===== config.mk =====
export PLATFORM = sky130hd
export DESIGN_NAME = cordic_input_stage
export DESIGN_NICKNAME = d
export VERILOG_FILES = /design/src/rtl/cordic_pkg.sv /design/src/rtl/cordic_in_fifo.sv /design/src/rtl/cordic_input_stage.sv
export SDC_FILE = /design/constraint.sdc
export NUM_CORES = 1
export LEC_CHECK = 0
export ABC_AREA = 1
export BUFFER_PORTS_ARGS = -buffer_cell sky130_fd_sc_hd__buf_2
export CAP_MARGIN = 20
export CORE_UTILIZATION = 46
export DETAILED_ROUTE_END_ITERATION = 6
export GPL_TIMING_DRIVEN = 0
export PLACE_DENSITY_LB_ADDON = 0.08
export SLEW_MARGIN = 15
export SYNTH_ARGS = -nofsm -noshare
export SYNTH_HDL_FRONTEND = slang
export SYNTH_SLANG_ARGS = --single-unit

===== constraint.sdc =====
create_clock -name clk -period 8.15 [get_ports clk]
set_input_delay 1.2225 -clock clk [delete_from_list [all_inputs] [get_ports clk]]
set_output_delay 1.2225 -clock clk [all_outputs]
set_load 0.005 [all_outputs]

===== src/rtl/cordic_pkg.sv =====
// Shared constants, command-word layout and FSM state type for the CORDIC input stage.
package cordic_pkg;

  localparam int ANGLE_P90  = 90;
  localparam int ANGLE_N90  = -90;
  localparam int ANGLE_P180 = 180;
  localparam int ANGLE_P360 = 360;

  // Command word layout: degree / tan field starts at DEG_LSB, mode bit at ARCTAN_BIT.
  localparam int DEG_LSB    = 0;
  localparam int ARCTAN_BIT = 16;

  typedef enum logic [1:0] {
    ST_IDLE   = 2'd0,
    ST_REDUCE = 2'd1,
    ST_PUSH   = 2'd2
  } state_e;

endpackage


===== src/rtl/cordic_in_fifo.sv =====
// Synchronous FIFO with occupancy count. Writes while full and reads while empty are ignored.
module cordic_in_fifo #(
  parameter int WIDTH = 8,
  parameter int DEPTH = 4
) (
  input  logic             clk,
  input  logic             rst_n,
  input  logic             push,
  input  logic [WIDTH-1:0] wdata,
  input  logic             pop,
  output logic [WIDTH-1:0] rdata,
  output logic             empty,
  output logic             full
);

  localparam int PW = (DEPTH > 1) ? $clog2(DEPTH) : 1;
  localparam int CW = $clog2(DEPTH) + 1;
  localparam logic [CW-1:0] FULL_CNT = CW'(DEPTH);

  logic [WIDTH-1:0] mem_q [DEPTH];
  logic [WIDTH-1:0] mem_d [DEPTH];
  logic [PW-1:0]    wr_ptr_q, wr_ptr_d;
  logic [PW-1:0]    rd_ptr_q, rd_ptr_d;
  logic [CW-1:0]    count_q, count_d;
  logic             do_push, do_pop;

  assign empty   = (count_q == '0);
  assign full    = (count_q == FULL_CNT);
  assign do_push = push && !full;
  assign do_pop  = pop && !empty;
  // Memory is reset so the head reads as zero while the FIFO is empty after reset.
  assign rdata   = mem_q[rd_ptr_q];

  // Pointer, storage and count update; push and pop together leave the count unchanged.
  always_comb begin
    mem_d    = mem_q;
    wr_ptr_d = wr_ptr_q;
    rd_ptr_d = rd_ptr_q;
    count_d  = count_q;
    if (do_push) begin
      mem_d[wr_ptr_q] = wdata;
      wr_ptr_d        = wr_ptr_q + PW'(1);
    end
    if (do_pop) begin
      rd_ptr_d = rd_ptr_q + PW'(1);
    end
    case ({do_push, do_pop})
      2'b10:   count_d = count_q + CW'(1);
      2'b01:   count_d = count_q - CW'(1);
      default: count_d = count_q;
    endcase
  end

  // State registers.
  always_ff @(posedge clk or negedge rst_n) begin
    if (!rst_n) begin
      for (int i = 0; i < DEPTH; i++) mem_q[i] <= '0;
      wr_ptr_q <= '0;
      rd_ptr_q <= '0;
      count_q  <= '0;
    end else begin
      mem_q    <= mem_d;
      wr_ptr_q <= wr_ptr_d;
      rd_ptr_q <= rd_ptr_d;
      count_q  <= count_d;
    end
  end

endmodule


===== src/rtl/cordic_input_stage.sv =====
// Registered CORDIC input stage: accepts a command word, brings the angle into
// [-180,180], folds it into [-90,90] with a flip flag and queues the operands.
// Optional build macro CORDIC_IN_CLAMP_EN: clamp out-of-range angles to +/-180
// instead of modulo-360 reduction, and expose a sticky range_err output.
//
// state     | meaning
// ST_IDLE   | waiting for a command, in_ready high when the FIFO has room
// ST_REDUCE | stepping the angle by 360 degrees per cycle until in range
// ST_PUSH   | folding the angle and writing one FIFO entry
module cordic_input_stage
  import cordic_pkg::*;
#(
  parameter int ANGLE_WIDTH     = 16,
  parameter int DATA_WIDTH      = 16,
  parameter int FRAC_WIDTH      = 8,
  parameter int FIFO_DEPTH      = 4,
  parameter int FLIP_FLAG_WIDTH = 1
) (
  input  logic                       clk,
  input  logic                       rst_n,
  input  logic [31:0]                in_word,
  input  logic                       in_valid,
  output logic                       in_ready,
  output logic [ANGLE_WIDTH-1:0]     degree_out,
  output logic [DATA_WIDTH-1:0]      x_out,
  output logic [DATA_WIDTH-1:0]      y_out,
  output logic [FLIP_FLAG_WIDTH-1:0] flip_out,
  output logic                       arctan_en_out,
  output logic                       out_valid,
`ifdef CORDIC_IN_CLAMP_EN
  output logic                       range_err,
`endif
  input  logic                       out_ready
);

  // One extra bit of headroom so +/-360 steps and folds never overflow.
  typedef logic signed [ANGLE_WIDTH:0] wang_t;

  localparam wang_t P90  = wang_t'(ANGLE_P90);
  localparam wang_t N90  = wang_t'(ANGLE_N90);
  localparam wang_t P180 = wang_t'(ANGLE_P180);
  localparam wang_t N180 = wang_t'(-ANGLE_P180);
  localparam wang_t P360 = wang_t'(ANGLE_P360);
  localparam logic [DATA_WIDTH-1:0] X_UNITY = {{(DATA_WIDTH-1){1'b0}}, 1'b1} << FRAC_WIDTH;
  localparam int EW = 1 + FLIP_FLAG_WIDTH + ANGLE_WIDTH + 2 * DATA_WIDTH;

  state_e                 state_q, state_d;
  wang_t                  angle_q, angle_d;
  logic [DATA_WIDTH-1:0]  tan_q, tan_d;
  logic                   arctan_q, arctan_d;

  wang_t                  in_angle, angle_step, fold_angle;
  logic                   in_angle_ok, step_ok, in_arctan, accept, push;
  logic                   fifo_full, fifo_empty;
  logic [FLIP_FLAG_WIDTH-1:0] fold_flip;
  logic [ANGLE_WIDTH-1:0] ent_deg;
  logic [FLIP_FLAG_WIDTH-1:0] ent_flip;
  logic [DATA_WIDTH-1:0]  ent_y;
  logic [EW-1:0]          ent_data, head_data;
  logic                   unused_in;

`ifdef CORDIC_IN_CLAMP_EN
  logic range_err_q, range_err_d;
  assign range_err = range_err_q;
`endif

  assign unused_in   = ^in_word[31:ARCTAN_BIT+1];
  assign in_arctan   = in_word[ARCTAN_BIT];
  assign in_angle    = wang_t'($signed(in_word[DEG_LSB +: ANGLE_WIDTH]));
  assign in_angle_ok = (in_angle <= P180) && (in_angle >= N180);
  assign angle_step  = (angle_q > P180) ? (angle_q - P360) : (angle_q + P360);
  assign step_ok     = (angle_step <= P180) && (angle_step >= N180);
  // rst_n is folded in so in_ready drops the moment reset asserts.
  assign in_ready    = rst_n && (state_q == ST_IDLE) && !fifo_full;
  assign accept      = in_valid && in_ready;
  assign out_valid   = !fifo_empty;

  // FSM state register.
  always_ff @(posedge clk or negedge rst_n) begin
    if (!rst_n) begin
      state_q  <= ST_IDLE;
      angle_q  <= '0;
      tan_q    <= '0;
      arctan_q <= 1'b0;
`ifdef CORDIC_IN_CLAMP_EN
      range_err_q <= 1'b0;
`endif
    end else begin
      state_q  <= state_d;
      angle_q  <= angle_d;
      tan_q    <= tan_d;
      arctan_q <= arctan_d;
`ifdef CORDIC_IN_CLAMP_EN
      range_err_q <= range_err_d;
`endif
    end
  end

  // Next-state logic.
  always_comb begin
    state_d = state_q;
    case (state_q)
      ST_IDLE: begin
        if (accept) begin
`ifdef CORDIC_IN_CLAMP_EN
          state_d = ST_PUSH;
`else
          if (!in_arctan && !in_angle_ok) state_d = ST_REDUCE;
          else                            state_d = ST_PUSH;
`endif
        end
      end
      ST_REDUCE: if (step_ok) state_d = ST_PUSH;
      ST_PUSH:   state_d = ST_IDLE;
      default:   state_d = ST_IDLE;
    endcase
  end

  // Outputs: command capture, reduction steps and the FIFO write strobe.
  always_comb begin
    angle_d  = angle_q;
    tan_d    = tan_q;
    arctan_d = arctan_q;
    push     = 1'b0;
`ifdef CORDIC_IN_CLAMP_EN
    range_err_d = range_err_q;
`endif
    case (state_q)
      ST_IDLE: begin
        if (accept) begin
          angle_d  = in_angle;
          tan_d    = in_word[DEG_LSB +: DATA_WIDTH];
          arctan_d = in_arctan;
`ifdef CORDIC_IN_CLAMP_EN
          if (!in_arctan && !in_angle_ok) begin
            angle_d     = (in_angle > P180) ? P180 : N180;
            range_err_d = 1'b1;
          end
`endif
        end
      end
      ST_REDUCE: angle_d = angle_step;
      ST_PUSH:   push = 1'b1;
      default:   ;
    endcase
  end

  // Fold into [-90,90] and assemble the FIFO entry; arctan mode bypasses the fold.
  always_comb begin
    fold_angle = angle_q;
    fold_flip  = '0;
    if (angle_q > P90) begin
      fold_angle   = angle_q - P180;
      fold_flip[0] = 1'b1;
    end else if (angle_q < N90) begin
      fold_angle   = angle_q + P180;
      fold_flip[0] = 1'b1;
    end
    ent_deg  = arctan_q ? '0 : fold_angle[ANGLE_WIDTH-1:0];
    ent_flip = arctan_q ? '0 : fold_flip;
    ent_y    = arctan_q ? tan_q : '0;
    ent_data = {arctan_q, ent_flip, ent_deg, X_UNITY, ent_y};
  end

  cordic_in_fifo #(
    .WIDTH(EW),
    .DEPTH(FIFO_DEPTH)
  ) u_fifo (
    .clk  (clk),
    .rst_n(rst_n),
    .push (push),
    .wdata(ent_data),
    .pop  (out_valid && out_ready),
    .rdata(head_data),
    .empty(fifo_empty),
    .full (fifo_full)
  );

  assign {arctan_en_out, flip_out, degree_out, x_out, y_out} = head_data;

endmodule


Word-level counts from Yosys, hierarchy flattened:

Cells that the tools add are included.

* reductions and logical operators: 21
* $add $sub $neg: 8
* muxes and demuxes: 22
* magnitude comparators: 10
* bitwise logic cells: 2
* equality and inequality tests: 7

Operators by type and width (number)
* bitwise mux 200 bit: 1
* 2-to-1 mux 50 bit: 3
* binary-select mux 50 bit (select 2 bit): 1
* demux 50 bit (select 2 bit): 1
* 2-to-1 mux 16 bit: 4
* 2-to-1 mux 17 bit: 2
* case mux 17 bit (2 select lines): 1
* adder 17 x 10 -> 17 bit (second input constant): 1
* >= comparator 17 x 9 -> 1 bit (second input constant): 1
* > comparator 17 x 8 -> 1 bit (second input constant): 1
* > comparator 17 x 9 -> 1 bit (second input constant): 1
* less-or-equal comparator 17 x 9 -> 1 bit (second input constant): 1
* < comparator 17 x 8 -> 1 bit (second input constant): 1
* subtractor 17 x 10 -> 17 bit (second input constant): 1
* adder 16 x 9 -> 16 bit (second input constant): 1
* >= comparator 16 x 9 -> 1 bit (second input constant): 1
* less-or-equal comparator 16 x 9 -> 1 bit (second input constant): 1
* subtractor 16 x 9 -> 16 bit (second input constant): 1
* logical AND 1 bit: 10
* >= comparator 3 bit (second input constant): 2
* 2-to-1 mux 2 bit: 3
* NOT 2 -> 3 bit: 2
* case mux 3 bit (2 select lines): 1
* AND reduction 2 bit: 3
* other kinds (14): 25

* flip-flop bits (word level): 243
* output and inout port bits: 52

Depth between registers and ports, before layout:

Gate-level depths: netlist of run 1.

* depth after elaboration: 7
* depth in mapped cells: 23

Cells and area by module:

A second synthesis of run 1 with hierarchy kept.

* cells, all modules: 1898
* area total of the unflattened synthesis: 13917.1 um2

Modules (own cells, without submodules)
* cordic_in_fifo: times used 1, cells each 1281, seq. area each 5180.0 um2, area each 10213.5 um2
* cordic_input_stage: times used 1, cells each 617, seq. area each 900.9 um2, area each 3703.6 um2

Worst setup path after synthesis of run 1:

OpenSTA, ideal clock, no wires.

* kind: register to register
* from: reg angle_q[3]
* to: reg state_q[0]
* stages on the path, launching flop included: 21
* path slack: 5.270 ns
* path buffers: 0
* library setup time: 0.129 ns
* period minus slack after synthesis: 2.880 ns
* arrival: 2.751 ns
* data required time: 8.021 ns
* cells stage by stage: dfrtp_1 -> inv_2 -> ha_1 -> nand2_1 -> nor2_1 -> nand2_1 -> nand3_1 -> inv_1 -> ha_1 -> nand2_1 -> inv_1 -> nand2_1 -> nand2_1 -> nor2_1 -> nor2_1 -> nor2_1 -> nand2_1 -> nand2_1 -> nand2_1 -> nor3_2 -> o21ai_0

* word-level cells in the longest chain between the ends: 6

Ends and longest elaborated chain
* start, declared: line cordic_input_stage.sv:48 `wang_t angle_q, angle_d;`
* start signal, assigned: line cordic_input_stage.sv:90 `angle_q <= angle_d;`
* adder 17 x 10 -> 17 bit, or another cell as far along: line cordic_input_stage.sv:71 `assign angle_step = (angle_q > P180) ? (angle_q - P360) : (angle_q + P360);`
* 2-to-1 mux 17 bit (*): line cordic_input_stage.sv:71
* less-or-equal comparator 17 x 9 -> 1 bit / >= comparator 17 x 9 -> 1 bit (equally long branches): line cordic_input_stage.sv:72 `assign step_ok = (angle_step <= P180) && (angle_step >= N180);`
* logical AND 1 bit (*): line cordic_input_stage.sv:72
* inequality test 2 bit (no line) (*)
* AND reduction 2 bit (no line) (*)
* end signal, assigned: line cordic_input_stage.sv:89 `state_q <= state_d;`
* end, declared: line cordic_input_stage.sv:47 `state_e state_q, state_d;`

Mark *: on every way between the ends. The rest lies on a longest branch, timed or not.
A chain may end at the register's enable or synchronous reset.

Final worst setup path of run 1:

* from: in rst_n
* to: out in_ready

* word-level cells in the longest chain between the ends: 2

Ends and longest elaborated chain
* start, declared: line cordic_input_stage.sv:20 `input logic rst_n,`
* logical AND 1 bit (2 in a row): line cordic_input_stage.sv:74 `assign in_ready = rst_n && (state_q == ST_IDLE) && !fifo_full;`
* end, declared: line cordic_input_stage.sv:23 `output logic in_ready,`

No other way between the ends.

==> metrics.yaml, run 1 <==
floorplanning:
  initial_core_util: 0.469
  io_pins: 88
  core-area_um2: 21800
  num_rows: 54
  dieWidth_um: 151
  die_y_um: 151
  dieArea_um2: 22800
clock_tree:
  clock_path_buffers: 2
  cts.sinks: 183
  cts_hold_buf: 0
  cts-root-buf: "clkbuf_16"
  cts-resized-gates: 0
  numCtsBuffers: 17
  clk_latency_ps: 440
  cts_htree_levels: 4
  clkSlewWorstSetupHoldPaths_ps: 70
  postCtsSetupBuffers: 0
  cts_tree: "built"
sta:
  setup_viol: 0
  fin_crit_ps: 3940
  rsz0062_at_grt: "false"
  drv_slew: 0
  skew_ps: 16.8
  fin_tns_setup_ps: 0
  worst_slew_pin_slew_ps: 724
  slew_headroom: 0.518
  max_freq_mhz: 254
  hold_viol_final: 0
  worst_slack_ps: 4210
  min_period_over_period: 0.483
routing:
  drt-wirelength-per-cell_um: 18.0
  first_iter_violations: 932
  remaining_drc_errors: 0
  vias: 9341
  antenna_left: 0
  drt-pass1-iter-count: 5
  totalWireLength_um: 31000
  via_per_inst: 5.42
cells_and_area:
  seq_area_um2: 4580
  nNetsFinal: 1492
  final_cells: 1722
  num_antenna_cells: 0
  syn_to_final_growth_pct: 12.8
  n_fill_cell: 2218
  fin_util: 0.529
  multi_input_area_um2: 4900
  drive_above_1_share: 0.116
global_routing:
  grt_use_total: 0.286
  grt_pass1_wl_um: 48900
  antenna_found_initial: 0
  grt_max_degree: 101
  grt_pass1_vias: 8737
  gr-total-overflow: 0
yosys:
  ys.flop_type: "dfrtp_1"
  synth.avg_cell_area_um2: 7.64
  ys_ff_latch: 183
  async_flop_share: 1.00
  yosysTopAreaCell: "dfrtp_1"
  synth_edf_count: 0
  synth-seq-area-share: 0.448
  synth.area.top_cells: "dfrtp_1 45%, nand2_1 14%, o21ai_0 8.1%"
  netlist-cell-type-count: 44
  syn_inst: 1339
  synth_top_area_share: 0.448
  yosysWarnings: 0
  syn_area_um2: 10200
pwr:
  totalPowerFinal_uw: 5330
  peakVddDrop_uv: 211
  p_leak_uw: 0.00569
  p_per_area_nw_per_um2: 462
critical_path:
  cp_max_fo: 100
  cp-start-kind: "input pin"
  crit_arrival_ps: 2710
  path_class: "input pin to output pin"
  cp.required_ps: 6930
  end_kind: "output pin"
flow_run:
  maxCapViolCount: 0
place:
  detailedPlace.worstSlack_ps: 4110
  place_congestion: 0.927
  port_buffers: 57
  place_hpwl_um: 22600
  dp_cells: 1691
status:
  status: "finished clean"
hold_path:
  hold_class: "flip-flop to flip-flop"
Yosys cell counts, types with 2 or more instances:
| cell type | count |
|---|---|
| or2_2 | 4 |
| buf_4 | 16 |
| nand3_1 | 40 |
| nand2_1 | 394 |
| o221ai_1 | 13 |
| nor3_2 | 3 |
| nand3b_1 | 3 |
| a21oi_1 | 17 |
| clkbuf_1 | 45 |
| ha_1 | 24 |
| inv_2 | 7 |
| o22ai_1 | 35 |
| nor2_1 | 125 |
| clkinv_1 | 2 |
| o21ai_2 | 8 |
| dfrtp_1 | 183 |
| o21ai_0 | 165 |
| inv_1 | 91 |
| nand4_1 | 34 |
| o21ai_1 | 44 |
| o211ai_1 | 2 |
| o21a_1 | 5 |
| xnor2_1 | 2 |
| nor2_4 | 2 |
| buf_2 | 15 |
| nor4_1 | 2 |
| nand3_2 | 3 |
| nand2_2 | 7 |
| nor3_1 | 5 |
| fa_1 | 2 |
| buf_6 | 5 |
| xor2_1 | 24 |
routing by layer:
metal / GRT usage / vias to the layer above / part of all wire
li1: - / 4564 / -
met1: 0.404 / 4427 / 0.46
met2: 0.466 / 319 / 0.46
met3: 0.0367 / 31 / 0.061
met4: 0.0705 / 0 / 0.014
met5: 0 / - / 0
where the power goes:
| group | internal (uW) | total, uW | switching, uW | leakage, uW |
|---|---|---|---|---|
| Combinational | 1010 | 2970 | 1960 | 0.00302 |
| Sequential | 1280 | 1540 | 256 | 0.00238 |
| Clock | 412 | 823 | 411 | 0.000287 |
| Total | 2700 | 5330 | 2630 | 0.00569 |
state kept, by name (all words and copies together) (netlist names):
| signal | cells |
|---|---|
| arctan_q | 1 |
| angle_q | 17 |
| tan_q | 16 |
| u_fifo.mem_q | 140 |
| u_fifo.wr_ptr_q | 2 |
| u_fifo.rd_ptr_q | 2 |
| state_q | 2 |
| u_fifo.count_q | 3 |
cells in the final DEF, fill, tap and decap left out, drive strengths merged, types with 15 or more instances in the layout:
master / n
o22ai: 35
clkbuf: 62
inv: 108
nor2: 128
nand3: 44
ha: 24
o21ai: 217
xor2: 24
nand4: 34
a21oi: 18
nand2: 401
dfrtp: 183
buf: 95
conb: 15
through the flow:
stage	area, um^2	hold WS, ps
after floorplan	10300	434
after global placement	10900	448
after detailed placement	11000	453
after CTS	11500	470
after global routing	11500	484
final	11500	466
critical path: stages:
cell,delay [ps]
buf_8,430
buf_16,440
nand2_1,100
nor3_1,250
buf_2,160
final timing paths:
path                       slack [ps]                 to        startpoint  depth (start not counted)
setup reg to reg                 4330         state_q[0]        angle_q[3]                         20
min in group asynchronous         750  u_fifo.mem_q[163]             rst_n                          1
hold reg to reg                   470   u_fifo.mem_q[74]  u_fifo.mem_q[74]                          1
max in group asynchronous        6480        angle_q[10]             rst_n                          2
hold / removal                    470   u_fifo.mem_q[74]  u_fifo.mem_q[74]                          1
setup / recovery                 4210           in_ready             rst_n                          5
logic make-up (layout without fill, tap and decap cells):
kind of cell,count (synthesis),count (layout),share of synthesized area
and+or+nand+nor,626,626,0.257
AOI/OAI and AO/OA,294,294,0.161
DFF,183,183,0.448
buffers and inverters,183,272,0.0788
adders and majority gates,26,26,0.0333
xor gates and xnor gates,26,26,0.0223
other,1,15,0.000367
area by class of cell:
cell class,count,share of cell area
Multi-Input combinational cell,987,0.425
Sequential cell,183,0.397
Clock buffer,17,0.0369
Buffer,82,0.0368
Inverter,101,0.0331
Tap cell,280,0.0304
Timing Repair Buffer,58,0.0280
Clock inverter,14,0.0133
No activity file was read; power rests on OpenSTA's default activity.
==> inputs of run 2 (changes only) <==
ABC_AREA = 0   (was 1)
clock period = 3.6 ns   (was 8.15 ns; I/O delays follow)
==> run 2 against run 1 <==
Compared with the run above:
- the flow now finishes with violations (negative setup slack)
- setup slack worse by 4300 ps
- sequential share of layout area is 0.98 points higher
- first-iteration DRC count is 42% lower
- routed wire length is 18% lower
- critical path type is now flip-flop to flip-flop
- largest cell class unchanged
- largest power group unchanged
==> metrics.yaml, run 2 <==
status:
  status: "finished, violations left"
  violations: "negative setup slack"
cells_and_area:
  largest_reg_flops: 140
  n_fill_cell: 1798
  reg_top3: "u_fifo.mem_q (140), angle_q (17), tan_q (16)"
  num_antenna_cells: 0
  final_cell_mix: "237 x nand2_1, 180 x dfrtp_1, 89 x o21ai_0"
  drive_above_1_share: 0.234
  syn_to_final_growth_pct: 19.6
  layout.cells.most_common: "nand2_1"
  nNetsFinal: 1109
  top_register: "u_fifo.mem_q"
pwr:
  p_per_area_nw_per_um2: 1010
  peakVddDrop_uv: 762
  p_switching_uw: 4870
  p_leak_uw: 0.00506
  power_frac_seq: 0.288
  p_sw_frac: 0.428
  clockPowerShare: 0.162
  p_int_uw: 6510
  totalPowerFinal_uw: 11400
  power.share.combinational: 0.551
yosys:
  syn_inst: 933
  netlist-cell-type-count: 71
  ys_ff_latch: 183
  synth_edf_count: 0
  syn_area_um2: 9420
  synth_top_area_share: 0.486
  synthMostInstantiatedCell: "nand2_1"
  synth.avg_cell_area_um2: 10.1
  synth.area.top_cells: "dfrtp_1 49%, nand2_1 9.5%, mux4_2 8.4%"
  async_flop_share: 1.00
  yosysTopAreaCell: "dfrtp_1"
  ys.flop_type: "dfrtp_1"
  yosysWarnings: 0
  synth-seq-area-share: 0.486
  yosys-top-cells-count: "238 x nand2_1, 183 x dfrtp_1, 92 x o21ai_0"
sta:
  drv_slew: 0
  hold_viol_final: 0
  fin_crit_ps: 3680
  max_freq_mhz: 272
  worst_slack_ps: -76.9
  slew_headroom: 0.465
  rsz0062_at_grt: "true"
  min_period_over_period: 1.02
  skew_ps: 11.7
  setup_viol: 2
  worst_slew_pin_slew_ps: 803
  finalHoldWorstSlack_ps: 15.1
critical_path:
  critPathSlowestCell: "or4_4"
  cp_max_fo: 6
  path_class: "flip-flop to flip-flop"
  r2r_slack_ps: -80
  cp-start-kind: "flip-flop"
  crit_end: "state_q[1]"
  crit_arrival_ps: 4010
  crit_chain: "or4_4 > nor2_4 > o21ai_4 > nand2b_4 > buf_12 > ha_4 > nor2b_4 > o2111a_1 > a2111oi_4 > a21oi_2 > xnor2_2 > nor4b_2 > buf_4 > nand4b_1 > o211ai_1"
  cpLargestDelayFamily: "simple AND/OR/NAND/NOR gates"
  slowest_delay_ps: 580
  end_kind: "flip-flop"
  cp-startpoint: "angle_q[11]"
  rr_endpoint: "state_q[1]"
  rr_startpoint: "angle_q[11]"
  r2r_cells: 15
  crit_cells: 15
  cp.required_ps: 3930
  path_buf_inv: 2
floorplanning:
  num_rows: 51
  dieArea_um2: 21100
  initial_core_util: 0.476
  io_pins: 88
  die_y_um: 145
  core-area_um2: 19800
  dieWidth_um: 145
place:
  port_buffers: 57
  place_hpwl_um: 17300
  place_congestion: 0.813
clock_tree:
  clkSlewWorstSetupHoldPaths_ps: 70
  cts.sinks: 183
  cts-root-buf: "clkbuf_16"
  cts_tree: "built"
  clk_latency_ps: 440
  cts_hold_buf: 0
  cts_htree_levels: 4
  numCtsBuffers: 17
  clock_path_buffers: 2
routing:
  vias: 7392
  drt-pass1-iter-count: 5
  via_per_inst: 5.58
  drt-wirelength-per-cell_um: 19.2
  remaining_drc_errors: 0
  first_iter_violations: 543
  antenna_left: 0
  totalWireLength_um: 25400
hold_path:
  hold_class: "input pin to asynchronous set/reset pin"
global_routing:
  grt_pass1_wl_um: 40600
  grt_use_total: 0.249
  grt_max_degree: 80
  antenna_found_initial: 0
  grt_pass1_vias: 7241
  gr-total-overflow: 0
flow_run:
  maxCapViolCount: 0
## run 2: cell count changes in the layout (fill, tap and decap cells not counted), moves of 35 or more
cell     delta
inv_1      -77
o21ai_0    -76
o21ai_1    -43
nand3_1    -35
nor2_1    -103
o31ai_1    +49
mux4_2     +35
nand2_1   -157
## run 2: per-layer routing
layer	vias to the layer above	GRT usage	wire length (um)
met4	0	0.0700	250
met3	18	0.0381	1110
met5	-	0	0
met1	3714	0.361	12000
met2	170	0.388	12000
li1	3490	-	-
## run 2: cell families after synthesis
family,share of synthesized area
and+or+nand+nor,0.151
buffers and inverters,0.0462
other,0.000398
AOI/OAI and AO/OA,0.155
adders and majority gates,0.0361
xor gates and xnor gates,0.0296
muxes,0.0954
DFF,0.486
## run 2: layout make-up
class	count	area [um^2]	share of cell area
flip-flops and latches	183	4580	0.407
clock buffers	18	429	0.0381
inverters	16	65.1	0.00577
repair buffers	83	543	0.0482
plain buffers	78	389	0.0345
multi-input cells	668	4780	0.424
well taps	265	332	0.0294
clock inverters	14	144	0.0128
## run 2: worst register-to-register path, stage by stage (launching register included)
cell and delay [ps]:
dfrtp_2 470, or4_4 590, nor2_4 140, o21ai_4 80, nand2b_4 110, buf_12 110
ha_4 200, nor2b_4 130, o2111a_1 260, a2111oi_4 390, a21oi_2 130, xnor2_2 190
nor4b_2 330, buf_4 170, nand4b_1 110, o211ai_1 160
## run 2: repair_timing
action,4_1_cts,5_1_grt
buffers inserted,13,11
setup endpoints to repair,10,14
resized for setup,49,29
pin swaps,17,15
## run 2: per-stage QoR
stage	setup TNS (ps)	utilization	cells	worst slack (ps)	cell area [um^2]
3_5_place_dp	-4530	0.516	1271	-1030	10200
2_1_floorplan	0	-	947	6.04	9530
4_1_cts	-4.09	0.561	1315	-4.09	11100
5_1_grt	-596	0.570	1325	-292	11300
3_3_place_gp	-268370	0.513	1269	-1950	10100
6_report	-150	0.570	1325	-76.9	11300
## run 2: power groups by stage
stage	logic, uW	clock network (uW)	registers [uW]
after floorplan	3940	0	3120
after global placement	5180	0	3260
after detailed placement	5250	0	3280
after CTS	5900	1860	3260
after global routing	6860	1930	3370
final	6270	1840	3270
## run 2: worst min path at each step
stage / from / to / slack (ps) / cells after the start
2_1_floorplan: rst_n / angle_q[0] / 240 / 0
3_3_place_gp: u_fifo.mem_q[24] / u_fifo.mem_q[24] / 450 / 1
3_5_place_dp: u_fifo.mem_q[74] / u_fifo.mem_q[74] / 450 / 1
4_1_cts: rst_n / u_fifo.mem_q[196] / 20 / 1
5_1_grt: rst_n / u_fifo.mem_q[196] / 30 / 1
6_report: rst_n / u_fifo.mem_q[196] / 20 / 1
==> inputs of run 3 (changes only) <==
CORE_ASPECT_RATIO = 2   (was default)
==> run 3 against run 2 <==
Compared with the run above:
- the run still ends with negative setup slack left
- count of clock-buffer cells in the layout is 2 higher
- combinational power is 2% higher
- die area is 0.17% higher
- via count is 0.50% higher
- final cell count is 0.45% lower
- sequential power hardly changed
- first-iteration DRC count is 35% lower
- cell area is 0.11% lower
- core utilization is 0.69 points lower
- sequential share of layout area hardly changed
- largest power group unchanged
==> metrics.yaml, run 3 (synthesized netlist as in run 2, its figures left out) <==
place:
  dp_cells: 1267
  place_hpwl_um: 19500
  detailedPlace.worstSlack_ps: -897
  port_buffers: 57
  place_congestion: 0.874
critical_path:
  slowest_delay_ps: 550
  critPathSlowestCell: "or4_4"
  crit_chain: "buf_8 > or4_4 > nor2_4 > o21ai_4 > nand2b_4 > buf_12 > ha_4 > nor2b_4 > o2111a_1 > a2111oi_4 > buf_4 > xnor2_4 > and3_4 > nor4b_4 > nor4bb_2 > o31ai_1"
  cp_max_fo: 4
  cpLargestDelayFamily: "simple AND/OR/NAND/NOR gates"
  cp-start-kind: "flip-flop"
  end_kind: "flip-flop"
  cp.required_ps: 3900
  path_class: "flip-flop to flip-flop"
  path_buf_inv: 3
  crit_arrival_ps: 4040
routing:
  vias: 7429
  drt-wirelength-per-cell_um: 20.4
  wl_met2_um: 14900
  totalWireLength_um: 26900
  remaining_drc_errors: 0
  dr.max_layer_used: "met4"
  antenna_left: 0
  via_per_inst: 5.63
  drt-pass1-iter-count: 5
  route.met3.wl_um: 857
  first_iter_violations: 354
  drt-met1-wl_um: 9780
status:
  status: "finished, violations left"
  violations: "negative setup slack"
sta:
  slew_headroom: 0.401
  fin_crit_ps: 3740
  fin_tns_setup_ps: -141
  worst_slack_ps: -141
  worst_slew_pin_slew_ps: 899
  hold_viol_final: 0
  skew_ps: 8.88
  setup_viol: 1
  min_period_over_period: 1.04
  rsz0062_at_grt: "true"
  max_freq_mhz: 267
  drv_slew: 0
cells_and_area:
  layout.cells.most_common: "nand2_1"
  syn_to_final_growth_pct: 19.5
  final_cell_mix: "237 x nand2_1, 182 x dfrtp_1, 90 x o21ai_0"
  final_cells: 1319
  drive_above_1_share: 0.222
  n_fill_cell: 1807
  num_antenna_cells: 0
  top_register: "u_fifo.mem_q"
  fin_util: 0.563
  reg_top3: "u_fifo.mem_q (140), angle_q (17), tan_q (16)"
  nNetsFinal: 1106
  largest_reg_flops: 140
pwr:
  p_per_area_nw_per_um2: 1030
  p_leak_uw: 0.00505
  peakVddDrop_uv: 974
clock_tree:
  cts-root-buf: "clkbuf_16"
  clk_latency_ps: 440
  clkSlewWorstSetupHoldPaths_ps: 70
  cts_htree_levels: 4
  numCtsBuffers: 17
  cts_hold_buf: 0
  cts_tree: "built"
  cts.sinks: 183
  clock_path_buffers: 2
flow_run:
  maxCapViolCount: 0
floorplanning:
  initial_core_util: 0.471
  dieWidth_um: 103
  die_y_um: 204
  num_rows: 73
  io_pins: 88
  dieArea_um2: 21100
  core-area_um2: 20000
global_routing:
  grt_pass1_vias: 7635
  grt_max_degree: 97
  gr-total-overflow: 0
  grt_use_total: 0.276
  antenna_found_initial: 0
  grt_pass1_wl_um: 42000
hold_path:
  hold_class: "input pin to asynchronous set/reset pin"
run 3: power by group:
| group | internal, uW | switching, uW |
|---|---|---|
| Sequential | 2780 | 481 |
| Clock | 1180 | 813 |
| Combinational | 2770 | 3620 |
run 3: metal layers:
metal	GRT usage	vias to the layer above
met2	0.501	182
met1	0.298	3702
met5	0	-
met4	0.141	0
li1	-	3475
met3	0.0479	70
run 3: what timing repair did:
action | in CTS | in global routing
resized for setup | 44 | 24
setup buffers | 9 | 12
pin swaps | 12 | 17
endpoints found under the setup margin | 26 | 12
run 3: path summary, 6_finish.rpt:
kind / start / to / slack (ps) / cells after the start
hold / removal: rst_n / u_fifo.mem_q[191] / 110 / 1
setup / recovery: angle_q[13] / state_q[0] / -140 / 16
min in group clk: in_word[1] / tan_q[1] / 330 / 3
hold reg to reg: u_fifo.mem_q[24] / u_fifo.mem_q[24] / 470 / 1
setup reg to reg: angle_q[13] / state_q[0] / -140 / 16
max in group asynchronous: rst_n / tan_q[7] / 2580 / 2
run 3: area by class of cell:
| type | instances | area, um^2 | share of cell area |
|---|---|---|---|
| well taps | 262 | 328 | 0.0291 |
| flip-flops and latches | 183 | 4580 | 0.407 |
| multi-input cells | 668 | 4730 | 0.421 |
| repair buffers | 79 | 503 | 0.0447 |
| inverters | 16 | 70.1 | 0.00622 |
| plain buffers | 79 | 419 | 0.0372 |
| clock buffers | 20 | 447 | 0.0397 |
| clock inverters | 12 | 175 | 0.0156 |
run 3: metrics by stage:
stage	instance area [um^2]	hold slack (ps)	total power [uW]
2_1_floorplan	9530	244	7060
3_3_place_gp	10100	444	8600
3_5_place_dp	10200	449	8690
4_1_cts	11100	135	11200
5_1_grt	11300	156	12400
6_report	11300	113	11600
